--- src/rtl/coord_frame_pkg.sv ---
// Shared constants, state types and checksum helper for the coordinate-frame
// UART transmitter and its matching receiver.
package coord_frame_pkg;

  localparam logic [7:0]  FRAME_HDR0    = 8'hAA;
  localparam logic [7:0]  FRAME_HDR1    = 8'h55;
  localparam int unsigned FRAME_BYTES   = 15;
  localparam int unsigned PAYLOAD_BYTES = 12;

  typedef enum logic [1:0] {
    F_IDLE,
    F_SEND,
    F_DONE
  } frame_state_t;

  typedef enum logic [1:0] {
    B_IDLE,
    B_START,
    B_DATA,
    B_STOP
  } byte_state_t;

  // Mod-256 sum of the payload bytes; byte order does not matter for a sum.
  function automatic logic [7:0] payload_sum(input logic [8*PAYLOAD_BYTES-1:0] p);
    logic [7:0] s;
    s = '0;
    for (int unsigned i = 0; i < PAYLOAD_BYTES; i++) begin
      s = s + p[8*i +: 8];
    end
    return s;
  endfunction

endpackage

--- src/rtl/uart_byte_tx.sv ---
// 8N1 byte serialiser. A start request arriving in the last stop-bit cycle is
// accepted directly, so consecutive bytes leave no idle gap on the line.
module uart_byte_tx
  import coord_frame_pkg::*;
#(
  parameter int unsigned CLKS_PER_BIT = 434
) (
  input  logic       clk,
  input  logic       rst,
  input  logic [7:0] data,
  input  logic       start,
  output logic       tx,
  output logic       byte_done
);

  localparam int unsigned      CNT_W    = (CLKS_PER_BIT > 1) ? $clog2(CLKS_PER_BIT) : 1;
  localparam logic [CNT_W-1:0] CNT_LAST = CNT_W'(CLKS_PER_BIT - 1);

  byte_state_t      state;
  logic [CNT_W-1:0] cnt;
  logic [2:0]       bit_idx;
  logic [7:0]       shreg;
  logic             bit_end;

  assign bit_end   = (cnt == CNT_LAST);
  assign byte_done = (state == B_STOP) && bit_end;

  always_ff @(posedge clk) begin
    if (rst) begin
      state   <= B_IDLE;
      cnt     <= '0;
      bit_idx <= '0;
      shreg   <= '0;
      tx      <= 1'b1;
    end else begin
      case (state)
        B_IDLE: begin
          cnt <= '0;
          if (start) begin
            state <= B_START;
            shreg <= data;
            tx    <= 1'b0;
          end
        end
        B_START: begin
          if (bit_end) begin
            cnt     <= '0;
            bit_idx <= '0;
            state   <= B_DATA;
            tx      <= shreg[0];
          end else begin
            cnt <= cnt + 1'b1;
          end
        end
        B_DATA: begin
          if (bit_end) begin
            cnt <= '0;
            if (bit_idx == 3'd7) begin
              state <= B_STOP;
              tx    <= 1'b1;
            end else begin
              bit_idx <= bit_idx + 3'd1;
              tx      <= shreg[1];
              shreg   <= {1'b0, shreg[7:1]};
            end
          end else begin
            cnt <= cnt + 1'b1;
          end
        end
        B_STOP: begin
          if (bit_end) begin
            cnt <= '0;
            if (start) begin
              state <= B_START;
              shreg <= data;
              tx    <= 1'b0;
            end else begin
              state <= B_IDLE;
            end
          end else begin
            cnt <= cnt + 1'b1;
          end
        end
        default: begin
          state <= B_IDLE;
          tx    <= 1'b1;
        end
      endcase
    end
  end

endmodule

--- src/rtl/coord_frame_tx.sv ---
// Coordinate-frame transmitter: captures an x/y/z triple and sends
// AA 55, x, y, z (big-endian) and a payload checksum as 8N1 bytes.
module coord_frame_tx
  import coord_frame_pkg::*;
#(
  parameter int unsigned CLK_FREQ = 50_000_000,
  parameter int unsigned BAUD     = 115200
) (
  input  logic        clk,
  input  logic        rst,
  input  logic [31:0] x,
  input  logic [31:0] y,
  input  logic [31:0] z,
  input  logic        in_valid,
  output logic        in_ready,
  output logic        tx,
  output logic        busy,
  output logic        done
);

  localparam int unsigned CLKS_PER_BIT = CLK_FREQ / BAUD;
  localparam logic [3:0]  LAST_IDX     = 4'(FRAME_BYTES - 1);

  frame_state_t state;
  logic [3:0]   idx;
  logic [95:0]  shadow;
  logic [7:0]   csum;
  logic         capture;
  logic         start;
  logic         byte_done;
  logic [7:0]   byte_data;

  function automatic logic [7:0] frame_byte(input logic [3:0] k, input logic [95:0] p,
                                            input logic [7:0] c);
    if (k == 4'd0)                    return FRAME_HDR0;
    else if (k == 4'd1)               return FRAME_HDR1;
    else if (k <= 4'd13)              return p[8*(13 - int'(k)) +: 8];
    else                              return c;
  endfunction

  assign capture = in_valid && in_ready;
  assign csum    = payload_sum(shadow);

  // The first header byte is started on the capture edge itself, and each
  // following byte on the last stop-bit cycle of its predecessor.
  always_comb begin
    start     = 1'b0;
    byte_data = FRAME_HDR0;
    if (capture) begin
      start = 1'b1;
    end else if (state == F_SEND && byte_done && idx != LAST_IDX) begin
      start     = 1'b1;
      byte_data = frame_byte(idx + 4'd1, shadow, csum);
    end
  end

  always_ff @(posedge clk) begin
    if (rst) begin
      state    <= F_IDLE;
      idx      <= '0;
      shadow   <= '0;
      in_ready <= 1'b1;
      busy     <= 1'b0;
      done     <= 1'b0;
    end else begin
      case (state)
        F_IDLE, F_DONE: begin
          done <= 1'b0;
          if (capture) begin
            shadow   <= {x, y, z};
            idx      <= '0;
            state    <= F_SEND;
            busy     <= 1'b1;
            in_ready <= 1'b0;
          end else begin
            state    <= F_IDLE;
            busy     <= 1'b0;
            in_ready <= 1'b1;
          end
        end
        F_SEND: begin
          if (byte_done) begin
            if (idx == LAST_IDX) begin
              state    <= F_DONE;
              done     <= 1'b1;
              busy     <= 1'b0;
              in_ready <= 1'b1;
            end else begin
              idx <= idx + 4'd1;
            end
          end
        end
        default: begin
          state    <= F_IDLE;
          busy     <= 1'b0;
          done     <= 1'b0;
          in_ready <= 1'b1;
        end
      endcase
    end
  end

  uart_byte_tx #(
    .CLKS_PER_BIT(CLKS_PER_BIT)
  ) u_byte_tx (
    .clk       (clk),
    .rst       (rst),
    .data      (byte_data),
    .start     (start),
    .tx        (tx),
    .byte_done (byte_done)
  );

endmodule
--- config.mk ---
export PLATFORM = sky130hd
export DESIGN_NAME = coord_frame_tx
export DESIGN_NICKNAME = d
export VERILOG_FILES = /design/src/rtl/coord_frame_pkg.sv /design/src/rtl/uart_byte_tx.sv /design/src/rtl/coord_frame_tx.sv
export SDC_FILE = /design/constraint.sdc
export NUM_CORES = 1
export LEC_CHECK = 0
export ABC_CLOCK_PERIOD_IN_PS = 13410
export CAP_MARGIN = 10
export CORE_MARGIN = 1
export CORE_UTILIZATION = 60
export CTS_CLUSTER_SIZE = 12
export DETAILED_ROUTE_END_ITERATION = 6
export GPL_ROUTABILITY_DRIVEN = 0
export PLACE_DENSITY = 0.86
export SLEW_MARGIN = 25
export SYNTH_ARGS = -nofsm -noshare
export SYNTH_HDL_FRONTEND = slang
export SYNTH_SLANG_ARGS = --single-unit
--- constraint.sdc ---
create_clock -name clk -period 13.41 [get_ports clk]
set_clock_uncertainty 0.1 [all_clocks]
set_input_delay 4.023 -clock clk [delete_from_list [all_inputs] [get_ports clk]]
set_output_delay 4.023 -clock clk [all_outputs]
set_load 0.005 [all_outputs]
==> out/metrics.cfg, run 1 <==
[run_status]
status = finished clean

[power_and_ir_drop]
power.total_mw = 1.52
powerDensity_nw_per_um2 = 156
leakage_nw = 3.83
ir_drop_v = 0.000168

[setup_path]
crit_type = input pin to register
arrival_ns = 5.93
cp-end-kind = register
worst-path-max-fanout = 99
crit_family = buffers and inverters
crit_slowest_cell = buf_4
startpoint_type = input pin
cpPeakStageDelay_ns = 0.68
r2r_setup_slack_ns = 8.30
critPathRequiredTime_ns = 13.65
cpMostUsedCell = nand2_1
path_cells = clkdlybuf4s50_1 -> nand2_1 -> or2_2 -> buf_4 -> nand2_1 -> a21oi_1
worstRegToRegCells = 17
crit_buf_inv = 2
crit_cells = 6

[grt]
grt_pass1_wl_um = 32900
grt_util_met3 = 0.0673
grt_use_total = 0.300
use_met1 = 0.345
overflow = 0
grtUsageMet2 = 0.520
antenna_found_initial = 0
grt_max_degree = 100
grt_busiest_layer = met2
first_global_vias = 7063

[yosys]
syn_nets = 1127
post_synth.cell_area_avg_um2 = 8.55
synth_edf_count = 0
ys.flop_type = dfxtp_1
syn-cell-area_um2 = 8020
synthDistinctLibCells = 63
yosysSeqAreaShare = 0.320
synth_cells = 938
async_reset_ff_frac = 0
ys.warnings.count = 0
ys_seq_elements = 128

[drt]
first_pass_iters = 5
vias = 6761
via_per_inst = 5.64
antenna_left = 0
wirelength_um = 19200
drc = 0
wl_per_cell_um = 16.1
drt_iter0_drc = 501

[floorplanning]
die_w_um = 118
die_y_um = 118
die_area_um2 = 13800
core_area_um2 = 12800
io_pins = 103
initial_core_util = 0.625
placementRows = 41

[clock_network]
clkTransAtPathRegs_ns = 0.06
cts_setup_buffers = 0
clock_latency_ns = 0.43
clockBufferDepth = 2
cts_made_buffers = 17
cts-resized-gates = 0
tritoncts = done
cts.sinks = 128
cts-htree-levels = 4
cts-root-buf = clkbuf_16
ctsHoldBuffers = 0

[flow_run]
maxCapViolCount = 0

[layout]
drive_gt1_frac = 0.0721
diodes = 0
fin_cells = 1199
area_growth_pct = 21.7
final_nets = 1203

[sta]
hold_viol_final = 0
maxSlewViolCount = 0
relSlewSlack = 0.314
setup_violations = 0
period_needed_ns = 5.69
fmax_ghz = 0.176
fin_crit_sh = 0.424
rsz0062_at_grt = no
worst_pin_slew_ns = 1.03
setup_tns_ns = 0

[worst_hold_path]
holdPathStages = 2
hp-class = register to register

[placement]
place_hpwl_um = 13300
place_inst = 1167
port_buffers = 102

report_power, final:
group          total [mW]  switching, mW  internal, mW
registers           0.451         0.0342         0.417
logic               0.557          0.309         0.249
clock network       0.515          0.174         0.341
total                1.52          0.517          1.01
cell usage after synthesis, types with 3 or more instances:
cell type    n  area share
nand2b_1     6      0.0047
o21ai_1      7      0.0044
ha_1        27       0.042
o221a_2      3      0.0042
mux2i_1     13       0.016
nand3_1     11      0.0069
a211oi_2     3      0.0047
xnor2_1     25       0.027
nand2_1    226        0.11
inv_1      105       0.049
nand4_1      3      0.0023
a21oi_1    119       0.074
and2_1       3      0.0023
dfxtp_1    128        0.32
a31oi_1      3      0.0023
a22oi_1      4      0.0037
a221oi_1     4      0.0044
mux2_2       6      0.0084
buf_2        4      0.0025
nor2b_1      8      0.0062
nor2_1      28       0.013
clkbuf_1    35       0.016
a221o_1      4      0.0050
a211oi_1     6      0.0056
mux4_2      11       0.031
nor3_1       6      0.0037
buf_1        7      0.0033
o21ai_0     14      0.0087
o31a_1       4      0.0044
xor2_1       9      0.0098
fa_1        63        0.16
cells in the final DEF (no fill, tap or decap), types with 4 or more instances in the layout:
cell,instances
dfxtp_1,127
inv_1,105
o31a_1,4
nand2b_1,6
nor2b_1,8
a22oi_1,4
clkbuf_16,17
mux2i_1,13
fa_1,63
nand3_1,11
a21oi_1,119
buf_4,6
xnor2_1,25
xor2_1,9
clkdlybuf4s50_1,101
nand2_1,226
a221oi_1,4
mux2_2,6
nor3_1,6
mux4_2,11
o21ai_0,14
o21ai_1,7
a211oi_1,6
ha_1,27
bufinv_16,5
a221o_1,4
nor2_1,27
worst paths after layout:
path / to / startpoint
max reg2reg: u_byte_tx.shreg[7]$_SDFFE_PP0P_ / shadow[3]$_SDFFE_PP0P_
max: shadow[77]$_SDFFE_PP0P_ / in_valid
min: u_byte_tx.bit_idx[2]$_SDFFE_PP0P_ / u_byte_tx.bit_idx[2]$_SDFFE_PP0P_
min reg2reg: u_byte_tx.bit_idx[2]$_SDFFE_PP0P_ / u_byte_tx.bit_idx[2]$_SDFFE_PP0P_
cell families (layout without fill, tap and decap cells):
logic type | after synthesis | after routing | share of synthesized area
adders and majority gates | 90 | 90 | 0.199
buffers and inverters | 155 | 244 | 0.0744
DFF | 128 | 128 | 0.320
and+or+nand+nor | 305 | 305 | 0.161
muxes | 30 | 30 | 0.0555
AOI/OAI and AO/OA | 196 | 196 | 0.153
xor gates and xnor gates | 34 | 34 | 0.0371
layout make-up:
class,instances,area [um2]
clock inverters,12,205
well taps,172,215
clock buffers,20,457
fillers,881,3070
repair buffers,107,1060
inverters,105,394
multi-input cells,655,4870
flip-flops and latches,128,2560
sequential cells by signal (all words and copies together), names as in the netlist:
name               cells
idx                    4
u_byte_tx.bit_idx      3
state                  2
u_byte_tx.shreg        8
u_byte_tx.state        2
in_ready               1
u_byte_tx.cnt          9
done                   1
shadow                96
busy                   1
u_byte_tx.tx           1
layer usage:
layer,part of all wire,vias up,wire length [um]
met5,0,-,0
met4,0.036,0,693
met3,0.056,64,1090
met2,0.52,252,9920
met1,0.39,3225,7550
li1,-,3220,-
through the flow:
stage                      util  hold WS (ns)  setup WS, ns  area [um2]
after floorplan               -         0.327          8.06        8020
after global routing      0.761         0.381          7.65        9760
after CTS                 0.761         0.362          7.77        9760
after detailed placement  0.709         0.355          7.40        9100
after global placement    0.709         0.345          7.43        9100
final                     0.761         0.372          7.72        9760
tightest hold or removal path, cell delays in order, from the launching register on:
cell     delay (ns)
dfxtp_1        0.31
nand2_1        0.05
a21oi_1        0.06
No activity file was read; power rests on OpenSTA's default activity.
==> inputs of run 2 (changes only) <==
--- a/config.mk
+++ b/config.mk
@@ -5,14 +5,14 @@
 export SDC_FILE = /design/constraint.sdc
 export NUM_CORES = 1
 export LEC_CHECK = 0
-export ABC_CLOCK_PERIOD_IN_PS = 13410
+export ABC_CLOCK_PERIOD_IN_PS = 5100
 export CAP_MARGIN = 10
 export CORE_MARGIN = 1
-export CORE_UTILIZATION = 60
+export CORE_UTILIZATION = 51
 export CTS_CLUSTER_SIZE = 12
 export DETAILED_ROUTE_END_ITERATION = 6
 export GPL_ROUTABILITY_DRIVEN = 0
-export PLACE_DENSITY = 0.86
+export PLACE_DENSITY = 0.77
 export SLEW_MARGIN = 25
 export SYNTH_ARGS = -nofsm -noshare
 export SYNTH_HDL_FRONTEND = slang
==> constraint.sdc (replaced) <==
create_clock -name clk -period 5.1 [get_ports clk]
set_clock_uncertainty 0.1 [all_clocks]
set_input_delay 1.53 -clock clk [delete_from_list [all_inputs] [get_ports clk]]
set_output_delay 1.53 -clock clk [all_outputs]
set_load 0.005 [all_outputs]
==> run 2 against run 1 <==
Net effect:
- clock power increased by 150%
- combinational power increased to 2.6 times the previous value
- hold slack got worse by 0.019 ns
- worst setup slack got worse by 7.5 ns
- flip-flop and latch count unchanged
- first-iteration DRC count decreased by 17%
- global-route usage decreased by 4.9 points
- largest power group unchanged
- critical endpoint is now u_byte_tx.shreg[4]$_SDFFE_PP0P_
- cell area increased by 0.41%
- die area increased by 17%
==> out/metrics.cfg, run 2 (synthesis gave the netlist of run 1 again) <==
[clock_network]
tritoncts = done
cts_made_buffers = 17  ; unchanged
ctsHoldBuffers = 0  ; unchanged
cts-resized-gates = 0  ; unchanged
clock_latency_ns = 0.43  ; about the same
clkTransAtPathRegs_ns = 0.06  ; about the same
cts-root-buf = clkbuf_16
cts.sinks = 128  ; unchanged
clockBufferDepth = 2  ; unchanged
cts-htree-levels = 4  ; unchanged
cts_setup_buffers = 0  ; unchanged

[floorplanning]
die_w_um = 127  ; +8.3%
core_area_um2 = 15300  ; +19%
placementRows = 45  ; +9.8%
die_area_um2 = 16200  ; +17%
initial_core_util = 0.526  ; -0.0997
die_y_um = 127  ; +8.3%
io_pins = 103  ; unchanged

[drt]
antenna_left = 0  ; unchanged
drt_iter0_drc = 414  ; -17%
drc = 0  ; unchanged
via_per_inst = 5.21  ; -7.5%
vias = 6465  ; -4.4%
wl_per_cell_um = 14.9  ; -7.3%
first_pass_iters = 4  ; -1
wirelength_um = 18500  ; -4.1%

[power_and_ir_drop]
leakage_nw = 3.82  ; -0.28%
powerDensity_nw_per_um2 = 398  ; +150%
ir_drop_v = 0.000328  ; +96%

[sta]
holdWs_ns = 0.353  ; -0.0193 ns
maxSlewViolCount = 0  ; unchanged
worst_pin_slew_ns = 0.817  ; -0.212 ns
relSlewSlack = 0.456  ; +0.142
setup_tns_ns = 0  ; unchanged
rsz0062_at_grt = no
hold_viol_final = 0  ; unchanged
period_needed_ns = 4.87
fin_crit_sh = 0.954
fmax_ghz = 0.205
setup_violations = 0  ; unchanged

[worst_hold_path]
min-delay-start = u_byte_tx.shreg[5]$_SDFFE_PP0P_
min_to = u_byte_tx.shreg[5]$_SDFFE_PP0P_
hp-class = register to register
holdPathStages = 2  ; unchanged

[layout]
final_cell_mix = 226 x nand2_1, 127 x dfxtp_1, 119 x a21oi_1
regMostFlops = shadow
final_nets = 1205  ; +0.17%
multi_input_area_um2 = 4870  ; +0.10%
area_growth_pct = 22.2
drive_gt1_frac = 0.0748  ; +0.00278
register_area_um2 = 2560  ; unchanged
largestRegisters = shadow: 96 flops, u_byte_tx.cnt: 9 flops, u_byte_tx.shreg: 8 flops
fillers = 1282  ; +46%
largest_register_ffs = 96  ; unchanged
mostFrequentLayoutCell = nand2_1
diodes = 0  ; unchanged

[setup_path]
crit_type = register to register
cp-end-kind = register
cpPeakStageDelay_ns = 0.54  ; -0.14 ns
worstRegToRegCells = 17  ; unchanged
path_cells = inv_1 -> fa_1 -> inv_1 -> fa_1 -> fa_1 -> fa_1 -> inv_1 -> fa_1 -> inv_1 -> ha_1 -> inv_1 -> fa_1 -> xor2_1 -> o21ai_0 -> a21oi_1 -> o31a_1 -> a211oi_1
reg2reg_to = u_byte_tx.shreg[4]$_SDFFE_PP0P_
arrival_ns = 5.11  ; -0.82 ns
crit_slowest_cell = fa_1
startpoint_type = register
cpMostUsedCell = fa_1
worstReg2RegStart = shadow[2]$_SDFFE_PP0P_
r2r_setup_slack_ns = 0.23  ; -8.07 ns
crit_family = adder cells
crit_buf_inv = 5  ; +3
worst-path-max-fanout = 3  ; -97%
critPathRequiredTime_ns = 5.35  ; -8.30 ns

[grt]
grt_pass1_wl_um = 31300  ; -4.8%
first_global_vias = 6600  ; -6.6%
overflow = 0  ; unchanged
grt_use_total = 0.250  ; -0.0495
antenna_found_initial = 0  ; unchanged
grt_max_degree = 81  ; -19%

[run_status]
status = finished clean

[flow_run]
maxCapViolCount = 0  ; unchanged

[placement]
place_hpwl_um = 13600  ; +2.0%
port_buffers = 102  ; unchanged

## run 2: per-stage QoR
step	instance area (um2)	setup slack, ns	util	std cells	power, mW
finish	9800	0.232	0.642	1240	3.90
global route	9800	0.0128	0.642	1240	4.18
CTS	9790	0.179	0.642	1240	3.91
detailed placement	9170	0.196	0.601	1208	2.63
global placement	9170	0.319	0.601	1208	2.59
floorplan	8020	0.463	-	938	2.26
## run 2: where the power goes
group,leakage [nW],switching (mW),internal (mW)
Combinational,2.48,0.786,0.656
Clock,0.292,0.461,0.815
Sequential,1.05,0.0820,1.10
Total,3.82,1.33,2.57
## run 2: tightest hold or removal path, stage by stage, from the launching register on
cell,delay (ns)
dfxtp_1,0.31
nand2_1,0.05
o21ai_1,0.05
## run 2: worst max-delay path by stage
stage	start	endpoint	slack, ns	cells past startpoint
floorplan	shadow[3]$_SDFFE_PP0P_	u_byte_tx.shreg[7]$_SDFFE_PP0P_	0.46	17
global placement	shadow[3]$_SDFFE_PP0P_	u_byte_tx.shreg[7]$_SDFFE_PP0P_	0.32	17
detailed placement	shadow[3]$_SDFFE_PP0P_	u_byte_tx.shreg[7]$_SDFFE_PP0P_	0.20	17
CTS	shadow[3]$_SDFFE_PP0P_	u_byte_tx.shreg[7]$_SDFFE_PP0P_	0.18	17
global route	shadow[2]$_SDFFE_PP0P_	u_byte_tx.shreg[4]$_SDFFE_PP0P_	0.01	17
finish	shadow[2]$_SDFFE_PP0P_	u_byte_tx.shreg[4]$_SDFFE_PP0P_	0.23	17
## run 2: final cells by class
cell class,instances,share of cell area
Multi-Input combinational cell,655,0.497
Inverter,105,0.0402
Sequential cell,128,0.262
Clock inverter,14,0.0195
Clock buffer,18,0.0438
Timing Repair Buffer,109,0.111
Tap cell,211,0.0269
## run 2: layer usage
layer / up-vias / wire length, um / global-route usage / share of wire
met5: - / 0 / 0 / 0
met1: 3092 / 7830 / 0.309 / 0.42
met2: 140 / 9410 / 0.436 / 0.51
met4: 0 / 264 / 0.0700 / 0.014
li1: 3215 / - / - / -
met3: 18 / 953 / 0.0586 / 0.052
==> inputs of run 3 (changes only) <==
--- a/config.mk
+++ b/config.mk
@@ -5,14 +5,14 @@
 export SDC_FILE = /design/constraint.sdc
 export NUM_CORES = 1
 export LEC_CHECK = 0
-export ABC_CLOCK_PERIOD_IN_PS = 5100
+export ABC_CLOCK_PERIOD_IN_PS = 5000
 export CAP_MARGIN = 10
 export CORE_MARGIN = 1
-export CORE_UTILIZATION = 51
+export CORE_UTILIZATION = 55
 export CTS_CLUSTER_SIZE = 12
 export DETAILED_ROUTE_END_ITERATION = 6
 export GPL_ROUTABILITY_DRIVEN = 0
-export PLACE_DENSITY = 0.77
+export PLACE_DENSITY = 0.79
 export SLEW_MARGIN = 25
 export SYNTH_ARGS = -nofsm -noshare
 export SYNTH_HDL_FRONTEND = slang
==> constraint.sdc (replaced) <==
create_clock -name clk -period 5 [get_ports clk]
set_clock_uncertainty 0.1 [all_clocks]
set_input_delay 1.5 -clock clk [delete_from_list [all_inputs] [get_ports clk]]
set_output_delay 1.5 -clock clk [all_outputs]
set_load 0.005 [all_outputs]
==> run 3 against run 2 <==
Net effect:
- worst setup slack improved by 0.0077 ns
- sequential power barely moved
- register-to-register slack barely moved
- combinational power rose by 5%
- non-clock buffer count rose by 1
- die area fell by 7.2%
- critical endpoint is now u_byte_tx.shreg[7]$_SDFFE_PP0P_
- critical path type unchanged
- fmax rose by 2.3%
==> out/metrics.cfg, run 3 (synthesis gave the netlist of run 1 again) <==
[setup_path]
worst-path-max-fanout = 3  ; unchanged
crit_buf_inv = 4  ; -1
critPathRequiredTime_ns = 5.26  ; -0.09 ns
arrival_ns = 5.02  ; -0.09 ns
crit_type = register to register
cpPeakStageDelay_ns = 0.55  ; about the same
crit_family = adder cells
crit_slowest_cell = fa_1
cp-end-kind = register
startpoint_type = register
path_cells = inv_1 -> fa_1 -> inv_1 -> fa_1 -> fa_1 -> fa_1 -> inv_1 -> fa_1 -> inv_1 -> ha_1 -> a211oi_2 -> o21bai_1 -> a21oi_2 -> xnor2_1 -> xnor2_1 -> a211o_1 -> nand2_1
cpMostUsedCell = fa_1

[layout]
final_util = 0.691  ; +0.0491
regMostFlops = shadow
final_cell_mix = 226 x nand2_1, 125 x dfxtp_1, 117 x a21oi_1
largest_register_ffs = 96  ; unchanged
area_growth_pct = 21.0
largestRegisters = shadow: 96 flops, u_byte_tx.cnt: 9 flops, u_byte_tx.shreg: 8 flops
fin_cells = 1207  ; -2.7%
drive_gt1_frac = 0.0789  ; +0.00404
mostFrequentLayoutCell = nand2_1
diodes = 0  ; unchanged
final_nets = 1206  ; +0.083%

[grt]
overflow = 0  ; unchanged
first_global_vias = 6701  ; +1.5%
antenna_found_initial = 0  ; unchanged
grt_pass1_wl_um = 31300  ; about the same
grt_use_total = 0.273  ; +0.0231
grt_max_degree = 97  ; +20%

[floorplanning]
initial_core_util = 0.571  ; +0.0455
die_y_um = 123  ; -3.7%
placementRows = 43  ; -4.4%
die_area_um2 = 15100  ; -7.2%
die_w_um = 123  ; -3.7%
core_area_um2 = 14000  ; -8.0%
io_pins = 103  ; unchanged

[sta]
setup_violations = 0  ; unchanged
maxSlewViolCount = 0  ; unchanged
hold_viol_final = 0  ; unchanged
fin_crit_sh = 0.952  ; -0.00246
rsz0062_at_grt = no
holdWs_ns = 0.355  ; +0.00264 ns
setup_tns_ns = 0  ; unchanged
period_needed_ns = 4.76  ; -0.108 ns
worst_pin_slew_ns = 0.874  ; +0.0569 ns
relSlewSlack = 0.418  ; -0.0379
fmax_ghz = 0.210  ; +2.3%

[clock_network]
clockBufferDepth = 2  ; unchanged
cts_made_buffers = 17  ; unchanged
tritoncts = done
clock_latency_ns = 0.42  ; about the same
cts-htree-levels = 4  ; unchanged
cts.sinks = 128  ; unchanged
clkTransAtPathRegs_ns = 0.06  ; about the same
cts-root-buf = clkbuf_16

[flow_run]
maxCapViolCount = 0  ; unchanged

[power_and_ir_drop]
ir_drop_v = 0.000360  ; +9.6%
powerDensity_nw_per_um2 = 397  ; -0.27%
leakage_nw = 3.80  ; -0.58%

[drt]
wirelength_um = 18700  ; +1.4%
drt_iter0_drc = 416  ; +0.48%
first_pass_iters = 5  ; +1
via_per_inst = 5.49  ; +5.3%
wl_per_cell_um = 15.5  ; +4.2%
vias = 6627  ; +2.5%
antenna_left = 0  ; unchanged
drc = 0  ; unchanged

[worst_hold_path]
hp-class = register to register

[placement]
place_inst = 1177  ; -2.6%
place_hpwl_um = 13300  ; -2.2%
port_buffers = 102  ; unchanged

[run_status]
status = finished clean

[run 3: layout make-up]
class	count	area, um2
multi-input combinational	655	4890
sequential	128	2570
clock buffer	23	478
tap	180	225
inverter	105	394
fill	1146	4340
timing repair buffer	110	1090
clock inverter	6	60.1
[run 3: per-layer routing]
metal  share of wire  track usage  up-vias
met5               0            0        -
met4           0.025        0.109        0
met3           0.056       0.0609       42
met2            0.51        0.477      206
met1            0.41        0.324     3156
li1                -            -     3223
[run 3: path summary, 6_finish.rpt]
check,from,end,slack (ns),depth (start not counted)
worst max-delay path,shadow[3]$_SDFFE_PP0P_,u_byte_tx.shreg[7]$_SDFFE_PP0P_,0.24,17
worst min-delay path,u_byte_tx.bit_idx[1]$_SDFFE_PP0P_,u_byte_tx.bit_idx[1]$_SDFFE_PP0P_,0.36,2
worst max register to register,shadow[3]$_SDFFE_PP0P_,u_byte_tx.shreg[7]$_SDFFE_PP0P_,0.24,17
worst min register to register,u_byte_tx.bit_idx[1]$_SDFFE_PP0P_,u_byte_tx.bit_idx[1]$_SDFFE_PP0P_,0.36,2
[run 3: worst min-delay path, delay by kind of cell (launching register included)]
family | cells | cell delay [ns]
flops | 1 | 0.31
simple gates | 1 | 0.05
compound gates | 1 | 0.05
[run 3: what timing repair did]
| item | CTS | global route |
|---|---|---|
| hold buffers | 0 | 0 |
| gates resized for setup | 0 | 11 |
| endpoints found under the setup margin | 0 | 3 |
| setup buffers | 0 | 1 |
[run 3: power by group]
group / internal, mW / switching (mW)
Sequential: 1.12 / 0.0857
Clock: 0.710 / 0.426
Combinational: 0.681 / 0.829
[run 3: stage by stage]
stage               area [um2]  setup slack (ns)  power, mW
floorplan                 8020             0.363       2.31
global placement          9130             0.219       2.64
detailed placement        9130             0.106       2.68
CTS                       9670            0.0612       3.83
global route              9710          0.000687       4.15
finish                    9710             0.240       3.85
